[config.mk]
export PLATFORM = sky130hd
export DESIGN_NAME = wb_data_arbiter_flat
export DESIGN_NICKNAME = d
export VERILOG_FILES = /design/src/rtl/wb_data_arbiter_if.sv /design/src/rtl/wb_data_arbiter.sv /design/src/flat_wrapper.sv
export SDC_FILE = /design/constraint.sdc
export NUM_CORES = 1
export LEC_CHECK = 0
export CORE_AREA = 2 2 124 126
export DETAILED_ROUTE_END_ITERATION = 8
export DIE_AREA = 0 0 126 128
export GPL_TIMING_DRIVEN = 0
export SYNTH_ARGS = -nofsm -noshare
export SYNTH_HDL_FRONTEND = slang
export SYNTH_SLANG_ARGS = --single-unit
[constraint.sdc]
create_clock -name clk -period 2.8 [get_ports clk]
set_clock_uncertainty 0.1 [all_clocks]
set_input_delay 0.28 -clock clk [delete_from_list [all_inputs] [get_ports clk]]
set_output_delay 0.28 -clock clk [all_outputs]
set_load 0.05 [all_outputs]
[src/rtl/wb_data_arbiter_if.sv]
// Bus bundle for the two-master / one-slave pipelined Wishbone data arbiter.
// The master modport is the arbiter's view; the slave modport is the surrounding environment.
interface wb_data_arbiter_if #(
    parameter int ADDR_WIDTH = 32,
    parameter int DATA_WIDTH = 32
);
    localparam int SEL_WIDTH = DATA_WIDTH / 8;

    logic                  m0_cyc, m0_stb, m0_we;
    logic [ADDR_WIDTH-1:0] m0_addr;
    logic [DATA_WIDTH-1:0] m0_wdata;
    logic [SEL_WIDTH-1:0]  m0_sel;
    logic                  m0_stall, m0_ack;
    logic [DATA_WIDTH-1:0] m0_rdata;

    logic                  m1_cyc, m1_stb, m1_we;
    logic [ADDR_WIDTH-1:0] m1_addr;
    logic [DATA_WIDTH-1:0] m1_wdata;
    logic [SEL_WIDTH-1:0]  m1_sel;
    logic                  m1_stall, m1_ack;
    logic [DATA_WIDTH-1:0] m1_rdata;

    logic                  s_cyc, s_stb, s_we;
    logic [ADDR_WIDTH-1:0] s_addr;
    logic [DATA_WIDTH-1:0] s_wdata;
    logic [SEL_WIDTH-1:0]  s_sel;
    logic                  s_stall, s_ack;
    logic [DATA_WIDTH-1:0] s_rdata;

    modport master (
        input  m0_cyc, m0_stb, m0_we, m0_addr, m0_wdata, m0_sel,
        output m0_stall, m0_ack, m0_rdata,
        input  m1_cyc, m1_stb, m1_we, m1_addr, m1_wdata, m1_sel,
        output m1_stall, m1_ack, m1_rdata,
        output s_cyc, s_stb, s_we, s_addr, s_wdata, s_sel,
        input  s_stall, s_ack, s_rdata
    );

    modport slave (
        output m0_cyc, m0_stb, m0_we, m0_addr, m0_wdata, m0_sel,
        input  m0_stall, m0_ack, m0_rdata,
        output m1_cyc, m1_stb, m1_we, m1_addr, m1_wdata, m1_sel,
        input  m1_stall, m1_ack, m1_rdata,
        input  s_cyc, s_stb, s_we, s_addr, s_wdata, s_sel,
        output s_stall, s_ack, s_rdata
    );
endinterface

[src/rtl/wb_data_arbiter.sv]
// Round-robin two-master Wishbone arbiter for the shared data memory port,
// with outstanding-request tracking and spurious-ack detection.
module wb_data_arbiter #(
    parameter int ADDR_WIDTH      = 32,
    parameter int DATA_WIDTH      = 32,
    parameter int MAX_OUTSTANDING = 2
) (
    input  logic               clk,
    input  logic               rst,
    wb_data_arbiter_if.master  bus,
    output logic [1:0]         grant,
    output logic               spurious_ack
);
    // state | meaning
    // IDLE  | no owner, slave cycle low, both masters stalled
    // G0    | master 0 owns the slave port
    // G1    | master 1 owns the slave port
    typedef enum logic [1:0] {IDLE = 2'b00, G0 = 2'b01, G1 = 2'b10} state_t;

    localparam int             CW      = $clog2(MAX_OUTSTANDING + 1);
    localparam logic [CW-1:0]  CNT_MAX = CW'(MAX_OUTSTANDING);

    state_t         state, state_nxt;
    logic           lp, lp_nxt;
    logic [CW-1:0]  cnt, cnt_nxt;
    logic           spur_nxt;
    logic           g0, g1, sel_cyc, sel_stb, full, accept, ack_ok;

    assign g0      = (state == G0);
    assign g1      = (state == G1);
    assign sel_cyc = (g0 && bus.m0_cyc) || (g1 && bus.m1_cyc);
    assign sel_stb = (g0 && bus.m0_stb) || (g1 && bus.m1_stb);
    assign full    = (cnt == CNT_MAX);

    assign bus.s_cyc   = sel_cyc;
    assign bus.s_stb   = sel_stb && !full;
    assign bus.s_we    = g1 ? bus.m1_we    : (g0 && bus.m0_we);
    assign bus.s_addr  = g1 ? bus.m1_addr  : (g0 ? bus.m0_addr  : '0);
    assign bus.s_wdata = g1 ? bus.m1_wdata : (g0 ? bus.m0_wdata : '0);
    assign bus.s_sel   = g1 ? bus.m1_sel   : (g0 ? bus.m0_sel   : '0);

    assign accept = bus.s_stb && !bus.s_stall;
    // An ack only counts if something is in flight (or is being accepted right now).
    assign ack_ok = bus.s_ack && ((cnt != '0) || accept);

    assign bus.m0_stall = g0 ? (bus.s_stall || full) : 1'b1;
    assign bus.m1_stall = g1 ? (bus.s_stall || full) : 1'b1;
    assign bus.m0_ack   = g0 && ack_ok;
    assign bus.m1_ack   = g1 && ack_ok;
    assign bus.m0_rdata = g0 ? bus.s_rdata : '0;
    assign bus.m1_rdata = g1 ? bus.s_rdata : '0;

    assign grant = state;

    always_ff @(posedge clk or posedge rst) begin
        if (rst) begin
            state        <= IDLE;
            lp           <= 1'b1;
            cnt          <= '0;
            spurious_ack <= 1'b0;
        end else begin
            state        <= state_nxt;
            lp           <= lp_nxt;
            cnt          <= cnt_nxt;
            spurious_ack <= spur_nxt;
        end
    end

    always_comb begin
        state_nxt = state;
        lp_nxt    = lp;
        cnt_nxt   = cnt;
        spur_nxt  = bus.s_ack && (cnt == '0) && !accept;
        case (state)
            IDLE: begin
                cnt_nxt = '0;
                if (bus.m0_cyc && bus.m1_cyc) state_nxt = lp ? G0 : G1;
                else if (bus.m0_cyc)          state_nxt = G0;
                else if (bus.m1_cyc)          state_nxt = G1;
            end
            G0, G1: begin
                // Dropping cyc abandons anything still outstanding.
                if (!sel_cyc) begin
                    state_nxt = IDLE;
                    lp_nxt    = g1;
                    cnt_nxt   = '0;
                end else if (accept && !ack_ok) begin
                    cnt_nxt = cnt + 1'b1;
                end else if (!accept && ack_ok) begin
                    cnt_nxt = cnt - 1'b1;
                end
            end
            default: state_nxt = IDLE;
        endcase
    end
endmodule
[src/flat_wrapper.sv]
// flat-port wrapper written by rule: the top's interface ports become plain ports
module wb_data_arbiter_flat 
#(
    parameter int ADDR_WIDTH      = 32,
    parameter int DATA_WIDTH      = 32,
    parameter int MAX_OUTSTANDING = 2
)
  (clk, rst, grant, spurious_ack, bus_m0_cyc, bus_m0_stb, bus_m0_we, bus_m0_addr, bus_m0_wdata, bus_m0_sel, bus_m0_stall, bus_m0_ack, bus_m0_rdata, bus_m1_cyc, bus_m1_stb, bus_m1_we, bus_m1_addr, bus_m1_wdata, bus_m1_sel, bus_m1_stall, bus_m1_ack, bus_m1_rdata, bus_s_cyc, bus_s_stb, bus_s_we, bus_s_addr, bus_s_wdata, bus_s_sel, bus_s_stall, bus_s_ack, bus_s_rdata);
  wb_data_arbiter_if #(.ADDR_WIDTH(ADDR_WIDTH), .DATA_WIDTH(DATA_WIDTH)) bus_i ();
  input  logic clk;
  input  logic rst;
  output logic [1:0] grant;
  output logic spurious_ack;
  input wire logic [$bits(bus_i.m0_cyc)-1:0] bus_m0_cyc;
  input wire logic [$bits(bus_i.m0_stb)-1:0] bus_m0_stb;
  input wire logic [$bits(bus_i.m0_we)-1:0] bus_m0_we;
  input wire logic [$bits(bus_i.m0_addr)-1:0] bus_m0_addr;
  input wire logic [$bits(bus_i.m0_wdata)-1:0] bus_m0_wdata;
  input wire logic [$bits(bus_i.m0_sel)-1:0] bus_m0_sel;
  output wire logic [$bits(bus_i.m0_stall)-1:0] bus_m0_stall;
  output wire logic [$bits(bus_i.m0_ack)-1:0] bus_m0_ack;
  output wire logic [$bits(bus_i.m0_rdata)-1:0] bus_m0_rdata;
  input wire logic [$bits(bus_i.m1_cyc)-1:0] bus_m1_cyc;
  input wire logic [$bits(bus_i.m1_stb)-1:0] bus_m1_stb;
  input wire logic [$bits(bus_i.m1_we)-1:0] bus_m1_we;
  input wire logic [$bits(bus_i.m1_addr)-1:0] bus_m1_addr;
  input wire logic [$bits(bus_i.m1_wdata)-1:0] bus_m1_wdata;
  input wire logic [$bits(bus_i.m1_sel)-1:0] bus_m1_sel;
  output wire logic [$bits(bus_i.m1_stall)-1:0] bus_m1_stall;
  output wire logic [$bits(bus_i.m1_ack)-1:0] bus_m1_ack;
  output wire logic [$bits(bus_i.m1_rdata)-1:0] bus_m1_rdata;
  output wire logic [$bits(bus_i.s_cyc)-1:0] bus_s_cyc;
  output wire logic [$bits(bus_i.s_stb)-1:0] bus_s_stb;
  output wire logic [$bits(bus_i.s_we)-1:0] bus_s_we;
  output wire logic [$bits(bus_i.s_addr)-1:0] bus_s_addr;
  output wire logic [$bits(bus_i.s_wdata)-1:0] bus_s_wdata;
  output wire logic [$bits(bus_i.s_sel)-1:0] bus_s_sel;
  input wire logic [$bits(bus_i.s_stall)-1:0] bus_s_stall;
  input wire logic [$bits(bus_i.s_ack)-1:0] bus_s_ack;
  input wire logic [$bits(bus_i.s_rdata)-1:0] bus_s_rdata;
  assign bus_i.m0_cyc = bus_m0_cyc;
  assign bus_i.m0_stb = bus_m0_stb;
  assign bus_i.m0_we = bus_m0_we;
  assign bus_i.m0_addr = bus_m0_addr;
  assign bus_i.m0_wdata = bus_m0_wdata;
  assign bus_i.m0_sel = bus_m0_sel;
  assign bus_m0_stall = bus_i.m0_stall;
  assign bus_m0_ack = bus_i.m0_ack;
  assign bus_m0_rdata = bus_i.m0_rdata;
  assign bus_i.m1_cyc = bus_m1_cyc;
  assign bus_i.m1_stb = bus_m1_stb;
  assign bus_i.m1_we = bus_m1_we;
  assign bus_i.m1_addr = bus_m1_addr;
  assign bus_i.m1_wdata = bus_m1_wdata;
  assign bus_i.m1_sel = bus_m1_sel;
  assign bus_m1_stall = bus_i.m1_stall;
  assign bus_m1_ack = bus_i.m1_ack;
  assign bus_m1_rdata = bus_i.m1_rdata;
  assign bus_s_cyc = bus_i.s_cyc;
  assign bus_s_stb = bus_i.s_stb;
  assign bus_s_we = bus_i.s_we;
  assign bus_s_addr = bus_i.s_addr;
  assign bus_s_wdata = bus_i.s_wdata;
  assign bus_s_sel = bus_i.s_sel;
  assign bus_i.s_stall = bus_s_stall;
  assign bus_i.s_ack = bus_s_ack;
  assign bus_i.s_rdata = bus_s_rdata;
  wb_data_arbiter #(.ADDR_WIDTH(ADDR_WIDTH), .DATA_WIDTH(DATA_WIDTH), .MAX_OUTSTANDING(MAX_OUTSTANDING)) u_core (.clk(clk), .rst(rst), .bus(bus_i), .grant(grant), .spurious_ack(spurious_ack));
endmodule
==> impl_metrics.env <==
export IMPL_insertedDiodeCount=0
export IMPL_timing_hold_violations_final=0
export IMPL_max_cap_violations=0
export IMPL_postRouteAntennaNets=0
export IMPL_starting_utilization_of_the_core_area_pct=10.76
export IMPL_die_x_um=126
export IMPL_routed_via_count=2994
export IMPL_grtUsageTotal_pct=13.45
export IMPL_crit_path_start_kind="register"
export IMPL_p_per_area_nw_per_um2=1075
export IMPL_clock_tree_htree_level_count=1
export IMPL_num_rows=45
export IMPL_grt_overflow=0
export IMPL_setup_violations=0
export IMPL_synth_enable_flop_cells=0
export IMPL_post_dp_hpwl_um=10710
export IMPL_num_nets_final=721
export IMPL_warning_count_from_the_yosys_run=0
export IMPL_first_global_vias=2957
export IMPL_synth_async_reset_ratio_pct=100.0
export IMPL_critical_path_arrival_ns=2.27
export IMPL_gp_congestion=0.8718
export IMPL_hold_path_class="primary input to async pin"
export IMPL_finalWorstPathRequiredPeriod_ns=2.647
export IMPL_post_cts_hold_buffer_count=0
export IMPL_boundaryPins=320
export IMPL_synth_net_count=397
export IMPL_grt_setup_unrepaired="false"
export IMPL_drt_drc_violations_left=0
export IMPL_root_driver="sky130_fd_sc_hd__clkbuf_16"
export IMPL_routed_wire_length_per_instance_um=17.11
export IMPL_area_delta_synth_final_pct=211.4
export IMPL_buffer_ports_inserted=319
export IMPL_worst_setup_path_type="register to output port"
export IMPL_initial_drc_count=107
export IMPL_worstSetupEndpointType="output port"
export IMPL_mostFrequentLayoutCell="sky130_fd_sc_hd__clkdlybuf4s50_1"
export IMPL_fin_hold_ws_ns=0.1795
export IMPL_min_period_over_period_pct=94.53
export IMPL_n_fill_cell=1575
export IMPL_fmax_mhz=377.8
export IMPL_status="complete, no violations"
export IMPL_grt_antenna_before_repair=0
export IMPL_cts_tree="done"
export IMPL_timing_worst_slew_pin_value_ns=0.5304
export IMPL_cts_buffer_depth=2
export IMPL_vias_per_cell=4.124
export IMPL_final_max_slew_violation_count=0
export IMPL_drt_pre_antenna_iters=4
export IMPL_post_synth_top_flop="sky130_fd_sc_hd__dfrtp_1"
export IMPL_cts_buffers_inserted=3
export IMPL_routed_wl_um=12430
export IMPL_dieHeight_um=128
export IMPL_synth_seq_area_share_pct=9.468
export IMPL_timing_critical_path_fanout_max=10
export IMPL_timing_critical_path_required_ns=2.42
export IMPL_synthesis_area_um2=1599
export IMPL_worst_ir_drop_vdd_mv=0.5160
export IMPL_tritoncts_num_sinks=6
export IMPL_largest_net_degree_at_the_start_of_global_routing=11
export IMPL_core_area_um2=14860
export IMPL_ys_ff_latch=6
export IMPL_die_area_um2=16130
export IMPL_clk_pin_slew_worst_paths_ns=0.03
export IMPL_power_static_leakage_nw=2.317
export IMPL_synth_cell_types=27
export IMPL_fin_total_pwr_mw=5.353
export IMPL_grt_pass1_wl_um=17160
export IMPL_synthesis_area_per_instance_um2=7.437
export IMPL_rel_slew_slack_pct=64.58
export IMPL_layout_drive_gt1_share_pct=22.68
export IMPL_most_common_layout_cells="sky130_fd_sc_hd__clkdlybuf4s50_1, sky130_fd_sc_hd__a22o_1, sky130_fd_sc_hd__and2_1, sky130_fd_sc_hd__clkdlybuf4s15_2, sky130_fd_sc_hd__clkbuf_2"
export IMPL_synth_cells=215
export IMPL_worst_skew_pair_late_latency_ns=0.23
## sequential cells by signal (all words and copies together) (netlist names)
register and count:
u_core.cnt 2, u_core.grant 2, u_core.lp 1, u_core.spurious_ack 1
## power by group
part           switching, mW  internal, mW
sequential            0.0229         0.114
clock                 0.0505         0.189
combinational           3.47          1.50
total                   3.55          1.81
## through the flow
stage                     cell area [um2]  setup WS [ns]  util (%)  instances  setup TNS [ns]
after global placement               5027        -0.4935     33.82        722          -16.15
final                                4980         0.1530     33.50        726               0
after global routing                 4980       0.004506     33.50        726               0
after floorplan                      1599         0.2490         -        215               0
after CTS                            5076       -0.01235     34.15        726        -0.01235
after detailed placement             5027        -0.5331     33.82        722          -20.06
## Yosys cell counts (2+ instances only)
cell                       instances  share of area, %
sky130_fd_sc_hd__a22o_1           70                38
sky130_fd_sc_hd__and2_1           64                25
sky130_fd_sc_hd__clkbuf_1         16               3.8
sky130_fd_sc_hd__buf_2             8               2.5
sky130_fd_sc_hd__inv_1             7               1.6
sky130_fd_sc_hd__nand2_1           6               1.4
sky130_fd_sc_hd__dfrtp_1           5               7.8
sky130_fd_sc_hd__nor2_1            5               1.2
sky130_fd_sc_hd__ha_1              4               3.1
sky130_fd_sc_hd__nand3_1           4               1.3
sky130_fd_sc_hd__o21ai_0           3              0.94
sky130_fd_sc_hd__buf_6             2               1.4
sky130_fd_sc_hd__nand4_1           2              0.78
sky130_fd_sc_hd__nor2b_1           2              0.78
sky130_fd_sc_hd__nor4_1            2              0.78
sky130_fd_sc_hd__o22ai_1           2              0.78
sky130_fd_sc_hd__o311a_1           2               1.3
sky130_fd_sc_hd__or3_1             2              0.78
## worst paths after layout
check	from	to	slack [ns]	depth (start not counted)
max	u_core.grant[0]	bus_s_sel[1]	0.15	8
min	rst	u_core.spurious_ack	0.18	2
max reg2reg	u_core.grant[0]	u_core.grant[0]	0.93	8
min reg2reg	u_core.grant[0]	u_core.grant[0]	0.49	1
max in group asynchronous	rst	u_core.lp	2.16	2
min in group clk	u_core.grant[0]	u_core.grant[0]	0.49	1
## logic make-up (layout without fill, tap and decap cells)
family                   after synthesis  count (layout)  synth area share [%]
flip-flops                             6               6                 9.468
adder cells (fa/ha/maj)                4               4                 3.130
AND/OR/NAND/NOR                       89              89                 32.94
AO/OA/AOI/OAI                         81              81                 43.97
buffers and inverters                 34             357                 9.782
multiplexers                           1               1                0.7042
## layer usage
layer | share of wire, % | global-route usage, % | vias to the layer above
met5 | 0 | 0 | -
met3 | 7.1 | 2.295 | 14
met2 | 52 | 25.11 | 158
li1 | - | - | 1439
met4 | 1.1 | 2.198 | 0
met1 | 40 | 16.39 | 1383
## area by class of cell
class	count	area, um2	area share, %
Tap cell	188	235.2	4.724
Multi-Input combinational cell	175	1291	25.93
Clock buffer	4	78.83	1.583
Timing Repair Buffer	319	3043	61.11
Sequential cell	6	152.6	3.065
Inverter	7	26.28	0.5276
Buffer	27	152.6	3.065
## worst max-delay path, cell delays in order, from the launching register on
cell and delay, ns:
sky130_fd_sc_hd__dfrtp_2 0.40, sky130_fd_sc_hd__inv_1 0.09, sky130_fd_sc_hd__ha_1 0.19, sky130_fd_sc_hd__buf_2 0.20
sky130_fd_sc_hd__nor2b_1 0.12, sky130_fd_sc_hd__buf_2 0.16, sky130_fd_sc_hd__buf_6 0.18, sky130_fd_sc_hd__a22o_1 0.18
sky130_fd_sc_hd__clkdlybuf4s15_1 0.51
## repair_timing
| item | in CTS | in global routing |
|---|---|---|
| pin swaps | 0 | 0 |
| gates resized for setup | 291 | 70 |
| hold endpoints to repair | 0 | 0 |
| setup buffers | 0 | 0 |
| endpoints found under the setup margin | 124 | 79 |
Power figures use the tool's default switching activity.
